**config.mk**
```make
export PLATFORM = sky130hd
export DESIGN_NAME = decode_h2_pipe
export DESIGN_NICKNAME = d
export VERILOG_FILES = /design/src/rtl/decode_h2_pipe.sv
export SDC_FILE = /design/constraint.sdc
export NUM_CORES = 1
export LEC_CHECK = 0
export ABC_AREA = 1
export CAP_MARGIN = 20
export CORE_UTILIZATION = 35
export CTS_CLUSTER_SIZE = 28
export DETAILED_ROUTE_END_ITERATION = 10
export PLACE_DENSITY = 0.57
export SLEW_MARGIN = 20
export SYNTH_ARGS = -nofsm -noshare
export SYNTH_HDL_FRONTEND = slang
export SYNTH_SLANG_ARGS = --single-unit
```
**constraint.sdc**
```tcl
create_clock -name clk -period 3.7 [get_ports clk]
set_clock_uncertainty 0.2 [all_clocks]
set_input_delay 0.555 -clock clk [delete_from_list [all_inputs] [get_ports clk]]
set_output_delay 0.555 -clock clk [all_outputs]
set_load 0.01 [all_outputs]
```
**src/rtl/decode_h2_pipe.sv**
```systemverilog
// Two-stage SECDED decoder for the 16-bit H2 codeword {data[10:0], p[4:0]}.
// Stage 1 captures raw data, syndrome and overall parity; stage 2 applies the
// correction and classifies the word. A valid/ready handshake with a single
// advance enable stalls both stages together. Saturating counters tally the
// sec/ded words that are actually handed to the consumer.
module decode_h2_pipe #(
  parameter int unsigned CNT_WIDTH = 8
) (
  input  logic                 clk,
  input  logic                 rst,
  input  logic                 in_valid,
  output logic                 in_ready,
  input  logic [15:0]          CODE_IN,
  output logic                 out_valid,
  input  logic                 out_ready,
  output logic [10:0]          DATA_OUT,
  output logic                 sec,
  output logic                 ded,
  output logic [3:0]           syndrome,
  input  logic                 cnt_clr,
  output logic [CNT_WIDTH-1:0] sec_cnt,
  output logic [CNT_WIDTH-1:0] ded_cnt
);

  localparam logic [CNT_WIDTH-1:0] CntMax = {CNT_WIDTH{1'b1}};

  logic                 adv;
  logic                 xfer;
  logic [10:0]          code_d;
  logic [4:0]           code_p;
  logic [3:0]           chk_bits;
  logic [10:0]          flip_mask;

  // Stage 1 state
  logic                 v1_q, v1_d;
  logic [10:0]          d1_q, d1_d;
  logic [3:0]           s1_q, s1_d;
  logic                 ov1_q, ov1_d;

  // Stage 2 state (drives the outputs directly)
  logic                 v2_q, v2_d;
  logic [10:0]          data2_q, data2_d;
  logic                 sec2_q, sec2_d;
  logic                 ded2_q, ded2_d;
  logic [3:0]           syn2_q, syn2_d;

  logic [CNT_WIDTH-1:0] sec_cnt_q, sec_cnt_d;
  logic [CNT_WIDTH-1:0] ded_cnt_q, ded_cnt_d;

  // Both stages move together; a held output freezes the whole pipe.
  assign adv      = !v2_q || out_ready;
  assign xfer     = v2_q && out_ready;
  assign in_ready = adv;

  assign code_d = CODE_IN[15:5];
  assign code_p = CODE_IN[4:0];

  // Recompute the four Hamming check bits from the received data.
  always_comb begin
    chk_bits[0] = code_d[0] ^ code_d[1] ^ code_d[3] ^ code_d[4] ^ code_d[6] ^ code_d[8] ^ code_d[10];
    chk_bits[1] = code_d[0] ^ code_d[2] ^ code_d[3] ^ code_d[5] ^ code_d[6] ^ code_d[9] ^ code_d[10];
    chk_bits[2] = code_d[1] ^ code_d[2] ^ code_d[3] ^ code_d[7] ^ code_d[8] ^ code_d[9] ^ code_d[10];
    chk_bits[3] = code_d[4] ^ code_d[5] ^ code_d[6] ^ code_d[7] ^ code_d[8] ^ code_d[9] ^ code_d[10];
  end

  // Stage 1 next state: capture data, syndrome and overall parity on advance.
  always_comb begin
    v1_d  = v1_q;
    d1_d  = d1_q;
    s1_d  = s1_q;
    ov1_d = ov1_q;
    if (adv) begin
      v1_d  = in_valid;
      d1_d  = code_d;
      s1_d  = chk_bits ^ code_p[3:0];
      ov1_d = ^CODE_IN;
    end
  end

  // Map a syndrome to the data bit it points at; parity positions map to none.
  always_comb begin
    flip_mask = '0;
    case (s1_q)
      4'd3:    flip_mask[0]  = 1'b1;
      4'd5:    flip_mask[1]  = 1'b1;
      4'd6:    flip_mask[2]  = 1'b1;
      4'd7:    flip_mask[3]  = 1'b1;
      4'd9:    flip_mask[4]  = 1'b1;
      4'd10:   flip_mask[5]  = 1'b1;
      4'd11:   flip_mask[6]  = 1'b1;
      4'd12:   flip_mask[7]  = 1'b1;
      4'd13:   flip_mask[8]  = 1'b1;
      4'd14:   flip_mask[9]  = 1'b1;
      4'd15:   flip_mask[10] = 1'b1;
      default: flip_mask     = '0;
    endcase
  end

  // Stage 2 next state: odd overall parity means a single error (correctable),
  // even parity with a nonzero syndrome means a double error (data left raw).
  always_comb begin
    v2_d    = v2_q;
    data2_d = data2_q;
    sec2_d  = sec2_q;
    ded2_d  = ded2_q;
    syn2_d  = syn2_q;
    if (adv) begin
      v2_d    = v1_q;
      syn2_d  = s1_q;
      sec2_d  = v1_q && ov1_q;
      ded2_d  = v1_q && !ov1_q && (s1_q != 4'd0);
      data2_d = ov1_q ? (d1_q ^ flip_mask) : d1_q;
    end
  end

  // Error counters: clear wins over increment; increments saturate.
  always_comb begin
    sec_cnt_d = sec_cnt_q;
    ded_cnt_d = ded_cnt_q;
    if (cnt_clr) begin
      sec_cnt_d = '0;
      ded_cnt_d = '0;
    end else if (xfer) begin
      if (sec2_q && (sec_cnt_q != CntMax)) sec_cnt_d = sec_cnt_q + CNT_WIDTH'(1);
      if (ded2_q && (ded_cnt_q != CntMax)) ded_cnt_d = ded_cnt_q + CNT_WIDTH'(1);
    end
  end

  // All state, cleared asynchronously so in-flight words vanish on reset.
  always_ff @(posedge clk or posedge rst) begin
    if (rst) begin
      v1_q      <= 1'b0;
      d1_q      <= '0;
      s1_q      <= '0;
      ov1_q     <= 1'b0;
      v2_q      <= 1'b0;
      data2_q   <= '0;
      sec2_q    <= 1'b0;
      ded2_q    <= 1'b0;
      syn2_q    <= '0;
      sec_cnt_q <= '0;
      ded_cnt_q <= '0;
    end else begin
      v1_q      <= v1_d;
      d1_q      <= d1_d;
      s1_q      <= s1_d;
      ov1_q     <= ov1_d;
      v2_q      <= v2_d;
      data2_q   <= data2_d;
      sec2_q    <= sec2_d;
      ded2_q    <= ded2_d;
      syn2_q    <= syn2_d;
      sec_cnt_q <= sec_cnt_d;
      ded_cnt_q <= ded_cnt_d;
    end
  end

  assign out_valid = v2_q;
  assign DATA_OUT  = data2_q;
  assign sec       = sec2_q;
  assign ded       = ded2_q;
  assign syndrome  = syn2_q;
  assign sec_cnt   = sec_cnt_q;
  assign ded_cnt   = ded_cnt_q;

endmodule

```
==> impl_metrics.csv, run 1 <==
group,metric,value,unit
worst_setup_path,required,2.94,ns
worst_setup_path,crit_path_end_kind,"output port",
synthesis,async_flop_share,1.00,
clock_tree,cts_setup_buffers,0,
timing,tightest_slew,0.862,ns
clock_tree,clk_pin_slew_worst_paths,0.09,ns
route,dr.first_iter.drc_count,84,
finish,instances_no_fill,553,
worst_setup_path,cp_max_fo,2,
route,avgRoutedWirePerCell,11.1,µm
route,routed_wirelength,6140,µm
synthesis,yosys_warnings,0,
route,drc,2,
timing,whs,0.292,ns
run_status,violations,"design-rule violations",
floorplan,fp.dieH,93.6,µm
timing,period_share,0.682,
finish,fillers,860,
finish,drive_gt1_frac,0.0558,
global_routing,grt_pass1_vias,2237,
power_and_ir_drop,seq_power_share,0.458,
placed_design,place_area,0.00358,mm²
synthesis,synth.avg_cell_area,7.46,µm²
global_routing,antenna_found_initial,0,
clock_tree,clk_latency,0.30,ns
synthesis,synth_edf_count,0,
power_and_ir_drop,leakage,1.73,nW
timing,finalCriticalPeriod,2.52,ns
global_routing,grt_pass1_wl,10600,µm
worst_setup_path,r2r-end,"DATA_OUT[9]$_DFFE_PP0P_",
power_and_ir_drop,swShare,0.305,
clock_tree,cts.htree.levels,2,
route,vias_per_cell,4.49,
synthesis,syn_area,0.00294,mm²
placed_design,dp_hpwl,4740,µm
power_and_ir_drop,p_comb_frac,0.284,
worst_setup_path,crit_end,"in_ready",
route,dr.pass1.iters,7,
worst_setup_path,reg2reg_slack,1.73,ns
clock_tree,cts_buffers,5,
global_routing,gr-usage-all-layers,0.154,
worst_setup_path,timing.critical_path.mode_cell,"clkdlybuf4s50_1",
synthesis,synth.top_cell.area_share,0.434,
worst_setup_path,crit_type,"input pin to output port",
timing,rsz0062_at_grt,"false",
synthesis,synth_seq_cells,51,
power_and_ir_drop,power_density,412,mW/mm²
power_and_ir_drop,p_clk_frac,0.258,
floorplan,num_rows,33,
synthesis,synth_area_leaders,"dfrtp_1, nand2_1, inv_1",
worst_setup_path,crit_arrival,1.77,ns
timing,drv_slew,0,
finish,final_area,0.00370,mm²
clock_tree,clockBufferDepth,2,
floorplan,initial_utilization,0.359,
synthesis,synth-seq-area-share,0.434,
power_and_ir_drop,irDropWorstVdd,0.211,mV
finish,antenna_cells,0,
timing,totalNegativeSetupSlack,0,ns
worst_setup_path,worstReg2RegStart,"out_valid$_DFFE_PP0P_",
synthesis,ys_types,31,
timing,maxSlewHeadroom,0.425,
route,vias,2481,
synthesis,netlist_instances,394,
floorplan,ioPinCount,56,
global_routing,gr-total-overflow,0,
clock_tree,clockRootBuffer,"clkbuf_8",
worst_setup_path,r2r_cells,5,
placed_design,gp_congestion,0.838,
worst_setup_path,slowest_delay,0.56,ns
worst_setup_path,cp_slowest_cell,"clkdlybuf4s50_1",
worst_setup_path,startpoint,"out_ready",
placed_design,placedCellCount,545,
run_status,outcome,"complete, but fails checks",
finish,syn_to_final_growth,25.9,%
global_routing,grt_max_degree,52,
floorplan,dieWidth,93.6,µm
finish,final_nets,470,
clock_tree,ctsHoldBuffers,0,
worst_setup_path,worstPathCellList,"clkdlybuf4s50_1 > or2_1 > clkdlybuf4s50_1",
timing,finalHoldViolations,0,
worst_setup_path,path_delay_family,"buffers and inverters",
finish,finalCoreUtilization,0.452,
flow_run,maxCapViolCount,0,
floorplan,dieArea,0.00876,mm²
synthesis,synth-main-ff-cell,"dfrtp_1",
synthesis,synth_common_cells,"nand2_1, dfrtp_1, inv_1, o21ai_0, nand3_1",
worst_setup_path,start_kind,"input pin",
min_path,hp-class,"register to register",
floorplan,core,0.00818,mm²
placed_design,io_buffers,55,
power_and_ir_drop,switchingPower,0.000465,W
power_and_ir_drop,internal_power,0.00106,W
clock_tree,cts.sinks,51,
synthesis,yosysMostFrequentCell,"nand2_1",
timing,setup_viol,0,
worst_setup_path,cp_num_cells,3,
route,drtAntennaViolNets,0,
worst_setup_path,cp.buffers_inverters,2,
clock_tree,cts.repair.resized,0,
synthesis,synth.net_count,417,
synthesis,synth_largest_area_cell,"dfrtp_1",
timing,clock.fmax,396,MHz
clock_tree,tritoncts,"yes",
[logic make-up (layout without fill, tap and decap cells)]
| kind of cell | Yosys count | in the layout | share of synthesized area |
|---|---|---|---|
| xor gates and xnor gates | 31 | 31 | 0.0924 |
| and+or+nand+nor | 201 | 201 | 0.294 |
| buffers and inverters | 59 | 113 | 0.0792 |
| AOI/OAI and AO/OA | 50 | 50 | 0.0916 |
| adders and majority gates | 2 | 2 | 0.00852 |
| DFF | 51 | 51 | 0.434 |
[cells in the final DEF (no fill, tap or decap), types with 4 or more instances in the layout]
master           synthesis  routed
clkbuf_8                 0       6
clkdlybuf4s50_1          0      55
dfrtp_1                 51      51
inv_1                   45      44
nand2_1                141     141
nand3_1                 28      28
nor2_1                  13      13
nor3_1                   4       4
o21ai_0                 32      32
o21ai_1                  8       8
xnor2_1                 12      12
xor2_1                  19      19
[power groups by stage]
stage / combinational [W] / clock, W / sequential (W)
global route: 0.000490 / 0.000430 / 0.000709
finish: 0.000433 / 0.000393 / 0.000698
detailed placement: 0.000437 / 0 / 0.000710
CTS: 0.000439 / 0.000407 / 0.000699
floorplan: 0.000227 / 0 / 0.000724
global placement: 0.000431 / 0 / 0.000707
[stage by stage]
step | setup WS [ns] | power [W]
finish | 1.18 | 0.00152
detailed placement | 1.13 | 0.00115
CTS | 1.14 | 0.00154
global placement | 1.14 | 0.00114
global route | 1.13 | 0.00163
floorplan | 1.72 | 0.000952
[worst min path at each step]
stage | to | slack (ns) | startpoint | depth (start not counted)
2_1_floorplan | out_valid$_DFFE_PP0P_ | 0.25 | v1_q$_DFFE_PP0P_ | 2
3_3_place_gp | out_valid$_DFFE_PP0P_ | 0.27 | v1_q$_DFFE_PP0P_ | 2
3_5_place_dp | out_valid$_DFFE_PP0P_ | 0.27 | v1_q$_DFFE_PP0P_ | 2
4_1_cts | out_valid$_DFFE_PP0P_ | 0.30 | v1_q$_DFFE_PP0P_ | 2
5_1_grt | DATA_OUT[1]$_DFFE_PP0P_ | 0.33 | DATA_OUT[1]$_DFFE_PP0P_ | 2
6_report | DATA_OUT[7]$_DFFE_PP0P_ | 0.29 | DATA_OUT[7]$_DFFE_PP0P_ | 2
[tightest hold or removal path: cells and delay by family, from the launching register on]
family          cells  cell delay, ns
flops               1            0.35
compound gates      1            0.06
simple gates        1            0.05
[layout make-up]
class                      count  area [µm²]  area share
tap                          105         131      0.0355
multi-input combinational    284        1430       0.386
clock inverter                 2        35.0     0.00947
inverter                      49         186      0.0504
sequential                    51        1280       0.345
timing repair buffer          56         558       0.151
clock buffer                   6        82.6      0.0223
[sequential cells by signal (all words and copies together), names as in the netlist]
signal     count
ded_cnt        8
sec_cnt        8
syndrome       4
ov1_q          1
sec            1
d1_q          11
v1_q           1
DATA_OUT      11
out_valid      1
ded            1
s1_q           4
[metal layers]
| layer | vias to the layer above | track usage | part of all wire |
|---|---|---|---|
| met2 | 48 | 0.237 | 0.43 |
| li1 | 1341 | - | - |
| met5 | - | 0 | 0 |
| met4 | 0 | 0.0423 | 0.014 |
| met3 | 6 | 0.0276 | 0.035 |
| met1 | 1086 | 0.220 | 0.53 |
Note: power is estimated with default switching activity, not from simulation.
==> inputs of run 2 (changes only) <==
--- a/config.mk
+++ b/config.mk
@@ -10,7 +10,7 @@
 export CORE_UTILIZATION = 35
 export CTS_CLUSTER_SIZE = 28
 export DETAILED_ROUTE_END_ITERATION = 10
-export PLACE_DENSITY = 0.57
+export PLACE_DENSITY = 0.59
 export SLEW_MARGIN = 20
 export SYNTH_ARGS = -nofsm -noshare
 export SYNTH_HDL_FRONTEND = slang
==> constraint.sdc (replaced) <==
create_clock -name clk -period 2.3 [get_ports clk]
set_clock_uncertainty 0.2 [all_clocks]
set_input_delay 0.345 -clock clk [delete_from_list [all_inputs] [get_ports clk]]
set_output_delay 0.345 -clock clk [all_outputs]
set_load 0.01 [all_outputs]
==> run 2 against run 1 <==
Effect of this change:
- the run now ends clean
- highest routed layer unchanged
- die area unchanged
- first-iteration DRC count grew 12%
- non-clock buffer count up 4
- global-route usage up 0.73 points
- largest power group unchanged
- flip-flop and latch count is the same
- sequential share of layout area shrank 0.16 points
- critical path depth did not move
- count of clock-buffer cells in the layout is 1 higher
- register-to-register slack lost 1.3 ns
- largest cell class unchanged
- wire length increased by 5.0%
- clock power rose by 24%
- worst setup slack lost 1.0 ns
==> impl_metrics.csv, run 2 (same netlist as run 1, synthesis figures left out) <==
group,metric,value,unit
global_routing,gr-total-overflow,0,
route,vias_per_cell,4.57,
route,avgRoutedWirePerCell,11.6,µm
worst_setup_path,crit_end,"in_ready",
placed_design,io_buffers,55,
clock_tree,clockRootBuffer,"clkbuf_8",
finish,drive_gt1_frac,0.0597,
global_routing,grt_pass1_vias,2409,
global_routing,grt_pass1_wl,11000,µm
clock_tree,cts_setup_buffers,0,
route,dr.pass1.iters,6,
worst_setup_path,crit_arrival,1.57,ns
worst_setup_path,start_kind,"input pin",
finish,syn_to_final_growth,26.5,%
global_routing,gr-usage-all-layers,0.161,
power_and_ir_drop,total_power,0.00233,W
floorplan,dieWidth,93.6,µm
min_path,hp-class,"input pin to asynchronous set/reset pin",
finish,final_common_cell,"nand2_1",
clock_tree,clk_pin_slew_worst_paths,0.08,ns
clock_tree,clk_latency,0.30,ns
clock_tree,cts_buffers,5,
worst_setup_path,cp_max_fo,2,
timing,period_share,0.921,
clock_tree,cts.sinks,51,
timing,clock.fmax,472,MHz
global_routing,grt_max_degree,52,
worst_setup_path,r2r-end,"sec_cnt[3]$_DFFE_PP0P_",
worst_setup_path,startpoint,"out_ready",
floorplan,initial_utilization,0.359,
clock_tree,tritoncts,"yes",
flow_run,maxCapViolCount,0,
timing,tightest_slew,0.536,ns
floorplan,ioPinCount,56,
run_status,outcome,"complete, no violations",
finish,multi_input_area,0.00143,mm²
worst_setup_path,required,1.75,ns
clock_tree,clockBufferDepth,2,
timing,finalHoldViolations,0,
global_routing,antenna_found_initial,0,
worst_setup_path,reg2reg_slack,0.47,ns
timing,drv_slew,0,
placed_design,dp_hpwl,4960,µm
clock_tree,ctsHoldBuffers,0,
route,routed_wirelength,6450,µm
route,drtAntennaViolNets,0,
timing,totalNegativeSetupSlack,0,ns
finish,antenna_cells,0,
floorplan,core,0.00818,mm²
timing,finalCriticalPeriod,2.12,ns
worst_setup_path,worstReg2RegStart,"sec_cnt[0]$_DFFE_PP0P_",
worst_setup_path,r2r_cells,8,
finish,ff_latch_area,0.00128,mm²
timing,maxSlewHeadroom,0.642,
clock_tree,cts.htree.levels,2,
power_and_ir_drop,leakage,1.74,nW
floorplan,dieArea,0.00876,mm²
worst_setup_path,crit_type,"input pin to output port",
floorplan,fp.dieH,93.6,µm
finish,fillers,845,
finish,mostFrequentLayoutCells,"nand2_1, clkdlybuf4s50_1, dfrtp_1, inv_1, o21ai_0",
clock_tree,cts.repair.resized,0,
route,drc,0,
worst_setup_path,crit_path_end_kind,"output port",
finish,final_nets,474,
placed_design,gp_congestion,0.837,
route,vias,2547,
timing,setup_viol,0,
power_and_ir_drop,power_density,628,mW/mm²
route,dr.first_iter.drc_count,94,
power_and_ir_drop,irDropWorstVdd,0.226,mV
floorplan,num_rows,33,
timing,rsz0062_at_grt,"false",
==> run 2: cell type report <==
type / count / share of cell area
Multi-Input combinational cell: 284 / 0.385
Timing Repair Buffer: 60 / 0.165
Inverter: 49 / 0.0498
Tap cell: 105 / 0.0354
Sequential cell: 51 / 0.343
Clock buffer: 7 / 0.0205
Clock inverter: 1 / 0.00135
==> run 2: routing by layer <==
| metal | GRT usage | share of wire | up-vias |
|---|---|---|---|
| met5 | 0 | 0 | - |
| met4 | 0.0641 | 0.018 | 0 |
| met3 | 0.0252 | 0.044 | 8 |
| met2 | 0.263 | 0.45 | 64 |
| met1 | 0.213 | 0.49 | 1127 |
| li1 | - | - | 1348 |
==> run 2: worst min path at each step <==
stage,end,start,depth (start not counted)
after detailed placement,out_valid$_DFFE_PP0P_,v1_q$_DFFE_PP0P_,2
final,ded_cnt[7]$_DFFE_PP0P_,rst,3
after global routing,ded_cnt[5]$_DFFE_PP0P_,rst,3
after global placement,out_valid$_DFFE_PP0P_,v1_q$_DFFE_PP0P_,2
after CTS,ded_cnt[5]$_DFFE_PP0P_,rst,3
after floorplan,ded_cnt[3]$_DFFE_PP0P_,cnt_clr,1
==> run 2: worst max-delay path: stages <==
cell and delay, ns:
clkdlybuf4s50_1 0.48, or2_1 0.18, clkdlybuf4s50_1 0.56
==> run 2: per-stage QoR <==
| step | setup slack [ns] | area [µm²] | hold WS [ns] | utilization | instances |
|---|---|---|---|---|---|
| final | 0.181 | 3720 | 0.195 | 0.455 | 557 |
| after global routing | 0.130 | 3720 | 0.250 | 0.455 | 557 |
| after CTS | 0.146 | 3720 | 0.206 | 0.455 | 557 |
| after detailed placement | 0.158 | 3630 | 0.263 | 0.445 | 549 |
| after global placement | 0.144 | 3630 | 0.263 | 0.445 | 549 |
| after floorplan | 0.525 | 2940 | 0.205 | - | 394 |
==> run 2: report_power, final <==
part	internal (W)	total [W]	leakage [nW]	switching (W)
logic	0.000333	0.000715	1.05	0.000382
registers	0.00103	0.00113	0.646	0.0000995
clock network	0.000214	0.000489	0.0422	0.000275
total	0.00158	0.00233	1.74	0.000757
